==> src/rtl/ifetch_queue.sv <==
// Fetch front end: PC, sequential imem reads, and a QDEPTH-entry instruction queue toward decode.
// Latency: request to head-valid is 2 cycles, or 1 with CH0RE_IFQ_BYPASS_EN defined (empty-queue bypass).
// Backpressure: requests are credit-gated on registered occupancy plus in-flight, so the queue never overflows.
module ifetch_queue #(
    parameter int              PC_W     = 64,
    parameter int              ILEN     = 32,
    parameter int              QDEPTH   = 4,
    parameter logic [PC_W-1:0] RESET_PC = '0
) (
    input  logic                      clk,
    input  logic                      rst_,
    output logic                      imem_req_o,
    output logic [PC_W-1:0]           imem_addr_o,
    input  logic [ILEN-1:0]           imem_rdata_i,
    input  logic                      redirect_i,
    input  logic [PC_W-1:0]           redirect_pc_i,
    output logic                      inst_valid_o,
    output logic [ILEN-1:0]           inst_o,
    output logic [PC_W-1:0]           inst_pc_o,
    input  logic                      inst_ready_i,
    output logic [$clog2(QDEPTH):0]   ifq_count_o
);

    localparam int            AW    = $clog2(QDEPTH);
    localparam int            CW    = AW + 1;
    localparam logic [CW:0]   DEPTH = (CW+1)'(QDEPTH);

    logic [PC_W-1:0] pc_q;
    logic [PC_W-1:0] inflight_pc_q;
    logic            inflight_q;
    logic [ILEN-1:0] inst_mem [QDEPTH];
    logic [PC_W-1:0] pc_mem   [QDEPTH];
    logic [AW-1:0]   head_q;
    logic [AW-1:0]   tail_q;
    logic [CW-1:0]   count_q;

    logic credit;
    logic resp;
    logic q_empty;
    logic q_full;
    logic push;
    logic pop;

    // Credit deliberately ignores inst_ready_i so there is no ready-to-request path.
    assign credit      = ({1'b0, count_q} + {{CW{1'b0}}, inflight_q}) < DEPTH;
    assign imem_req_o  = rst_ && credit && !redirect_i;
    assign imem_addr_o = pc_q;
    assign resp        = inflight_q && !redirect_i;
    assign q_empty     = (count_q == '0);
    assign q_full      = (count_q == DEPTH[CW-1:0]);
    assign pop         = !q_empty && inst_ready_i;
    assign ifq_count_o = count_q;

`ifdef CH0RE_IFQ_BYPASS_EN
    logic byp;
    assign byp          = q_empty && resp;
    assign inst_valid_o = !q_empty || byp;
    assign inst_o       = !q_empty ? inst_mem[head_q] : (byp ? imem_rdata_i  : '0);
    assign inst_pc_o    = !q_empty ? pc_mem[head_q]   : (byp ? inflight_pc_q : '0);
    // A bypassed response consumed in its arrival cycle never touches storage.
    assign push         = resp && !(byp && inst_ready_i);
`else
    assign inst_valid_o = !q_empty;
    assign inst_o       = q_empty ? '0 : inst_mem[head_q];
    assign inst_pc_o    = q_empty ? '0 : pc_mem[head_q];
    assign push         = resp;
`endif

    always_ff @(posedge clk or negedge rst_) begin
        if (!rst_) begin
            pc_q          <= RESET_PC;
            inflight_q    <= 1'b0;
            inflight_pc_q <= '0;
            head_q        <= '0;
            tail_q        <= '0;
            count_q       <= '0;
        end else if (redirect_i) begin
            pc_q       <= {redirect_pc_i[PC_W-1:2], 2'b00};
            inflight_q <= 1'b0;
            head_q     <= '0;
            tail_q     <= '0;
            count_q    <= '0;
        end else begin
            if (imem_req_o) begin
                pc_q          <= pc_q + PC_W'(4);
                inflight_q    <= 1'b1;
                inflight_pc_q <= pc_q;
            end else begin
                inflight_q <= 1'b0;
            end
            if (push) tail_q <= tail_q + AW'(1);
            if (pop)  head_q <= head_q + AW'(1);
            count_q <= count_q + CW'(push) - CW'(pop);
        end
    end

    // Storage needs no reset: occupancy decides what is visible.
    always_ff @(posedge clk) begin
        if (push) begin
            inst_mem[tail_q] <= imem_rdata_i;
            pc_mem[tail_q]   <= inflight_pc_q;
        end
    end

    a_no_overflow: assert property (@(posedge clk) disable iff (!rst_) !(push && q_full && !pop));

endmodule

==> config.mk <==
export PLATFORM = sky130hd
export DESIGN_NAME = ifetch_queue
export DESIGN_NICKNAME = d
export VERILOG_FILES = /design/src/rtl/ifetch_queue.sv
export SDC_FILE = /design/constraint.sdc
export NUM_CORES = 1
export LEC_CHECK = 0
export BUFFER_PORTS_ARGS = -buffer_cell sky130_fd_sc_hd__buf_2
export CAP_MARGIN = 20
export CORE_ASPECT_RATIO = 0.5
export CORE_MARGIN = 5
export CORE_UTILIZATION = 58
export DETAILED_ROUTE_END_ITERATION = 8
export PLACE_DENSITY_LB_ADDON = 0.08
export SYNTH_ARGS = -nofsm -noshare
export SYNTH_HDL_FRONTEND = slang
export SYNTH_SLANG_ARGS = --single-unit
==> constraint.sdc <==
create_clock -name clk -period 4.5 [get_ports clk]
set_input_delay 0.9 -clock clk [delete_from_list [all_inputs] [get_ports clk]]
set_output_delay 0.9 -clock clk [all_outputs]
set_load 0.02 [all_outputs]
==> out/qor.yml <==
h-tree-depth: 2
antenna_left: 0
core_um2: 34800
period_share: 0.805
cts_tree: "done"
crit_chain: "buf_12, mux4_2, and2_1, buf_2"
syn-cell-area_um2: 20700
crit_fanout: 51
clk-insertion-delay-late_ns: 0.56
outcome: "complete, no violations"
io_pins: 265
syn_avg_cell_area_um2: 16.9
cts.sink_count: 508
period_needed_ns: 3.62
clk_pin_slew_worst_paths_ns: 0.07
synth_top_area_share: 0.546
crit_end: "inst_pc_o[18]"
viasPerCell: 5.96
ys_types: 50
hold_violations: 0
totalWireLength_um: 46800
die_w_um: 277
reg2reg_from: "ifq_count_o[1]"
dieArea_um2: 39700
crit_start: "head_q[0]"
drive_above_1_share: 0.341
hold_class: "in2async"
crit_path_end_kind: "output pin"
crit_required_ns: 3.60
critPathSlowestCell: "dfrtp_4"
maxCapViolations: 0
yosys.area.top_type: "edfxtp_1"
setup_viol: 0
arrival_ns: 2.72
leakage_nw: 8.56
grt_max_degree: 130
grt_busiest_layer: "met2"
grt_first_pass_wirelength_um: 72700
power_density_nw_per_um2: 555
yosysWarnings: 0
start_util: 0.593
drv_slew: 0
tns_ns: 0
worstReg2RegEnd: "imem_addr_o[54]"
yosys_register_bits: 508
die_h_um: 143
numCtsBuffers: 43
holdWs_ns: 0.150
routabilityCongestion: 0.842
rows: 48
timing.fmax_mhz: 276
drc: 0
slew_headroom: 0.422
rsz0062_at_grt: "false"
cp-start-kind: "flip-flop"
cts_resized: 0
nNetsFinal: 1588
synth_flop_cell: "edfxtp_1"
groute.layer.met1.usage: 0.309
use_met2: 0.421
path_class: "reg2out"
cts.path.max_buffers: 3
cts_setup_buffers: 0
vdd_ir_drop_max_v: 0.000428
area_delta_synth_final_pct: 15.7
vias: 11900
routedWlPerCell_um: 23.5
synth_edf_count: 376
gr-usage-met3: 0.0401
drtIter0Drc: 783
ys_async_sr_fraction: 0.260
synth_area_leaders: "edfxtp_1 55%, dfrtp_1 16%, mux4_2 10%"
holdBufCountCts: 0
fin_skew_ns: 0.0121
overflow: 0
fillers: 2425
ys_seq_area_frac: 0.706
grt_pass1_vias: 12500
netlist_instances: 1220
critPathMaxStageDelay_ns: 0.77
dp_hpwl_um: 28700
io_buffers: 258
regArea_um2: 14600
grtUsageTotal: 0.236
worst_slew_pin_slew_ns: 0.868
antenna_found_initial: 1
multi_input_area_um2: 5750
first_pass_iters: 5
worst-r2r-setup-slack_ns: 1.44
cts_root_buf: "clkbuf_16"
ff2ff_path_depth: 7
layout make-up:
cell class | instances | area share
repair buffers | 280 | 0.0658
clock inverters | 23 | 0.00822
well taps | 475 | 0.0249
clock buffers | 57 | 0.0476
flip-flops and latches | 508 | 0.611
multi-input cells | 632 | 0.241
inverters | 14 | 0.00220
diodes | 1 | 0.000105
how the worst min path moves through the flow:
stage and end:
2_1_floorplan pc_mem[0][10], 3_3_place_gp pc_mem[0][31], 3_5_place_dp pc_mem[3][5], 4_1_cts ifq_count_o[0], 5_1_grt ifq_count_o[0], 6_report ifq_count_o[0]
logic make-up after synthesis:
family,count (synthesis),share of synthesized area
compound gates,99,0.0297
xor+xnor,28,0.0119
fa+ha+maj,9,0.00581
buf+inv,83,0.0171
flops,508,0.706
mux,160,0.138
other cells,1,0.000181
simple gates,332,0.0908
worst max-delay path: cells and delay by family, from the launching register on:
family	cells	cell delay [ns]
buf+inv	2	0.61
simple gates	1	0.21
flops	1	0.77
mux	1	0.56
synth_stat cells, types with 2 or more instances:
cell and instances:
nor4_4 3, clkbuf_1 38, buf_4 4, nor4_1 9, or3_1 21, nand4_1 27
mux4_2 94, a31oi_1 31, nor2b_1 4, o31ai_1 9, nor3_1 10, buf_1 10
edfxtp_1 376, nand3_1 27, mux2i_1 3, or4_1 10, nand3b_1 2, mux2_2 63
o31a_1 6, nand2_1 50, ha_1 8, inv_1 13, and2_1 103, nor2_1 47
nand4_2 2, o21a_1 2, buf_2 16, and3_1 7, o21ai_0 43, nand2b_1 4
xor2_1 23, o21ai_1 2, xnor2_1 5, dfrtp_1 132
placed cells by master, fill, tap and decap left out, drive strengths merged, types with 17 or more instances in the layout:
cell type,count
edfxtp,376
buf,279
dfrtp,132
and2,103
mux4,94
mux2,63
clkbuf,58
nand2,50
nor2,47
o21ai,45
a31oi,31
nand4,29
nand3,28
xor2,23
or3,22
inv,17
clkinv,17
power by group:
part / switching (mW) / internal (mW)
Clock: 1.65 / 1.97
Sequential: 0.492 / 5.70
Combinational: 1.95 / 1.49
Total: 4.10 / 9.16
state kept, by name (all words and copies together) (netlist names):
name	cells
tail_q	2
inflight_q	1
imem_addr_o	62
ifq_count_o	3
inflight_pc_q	62
inst_mem	128
pc_mem	248
head_q	2
layer usage:
layer | vias up | share of wire | routed length [µm]
met4 | 0 | 0.021 | 970
met1 | 6184 | 0.40 | 18900
met2 | 352 | 0.52 | 24500
met5 | - | 0 | 0
met3 | 76 | 0.054 | 2510
li1 | 5253 | - | -
stage by stage:
step                      worst slack (ns)   util  power [mW]  cell area (µm²)  cells
after floorplan                      0.547      -        8.51            20700   1223
final                                0.879  0.686        13.3            23900   1990
after detailed placement              1.25  0.648        9.80            22600   1908
after global placement                1.32  0.648        9.70            22600   1908
after global routing                 0.679  0.686        13.9            23900   1990
after CTS                            0.765  0.686        13.4            23900   1988
Note: power is estimated with default switching activity, not from simulation.
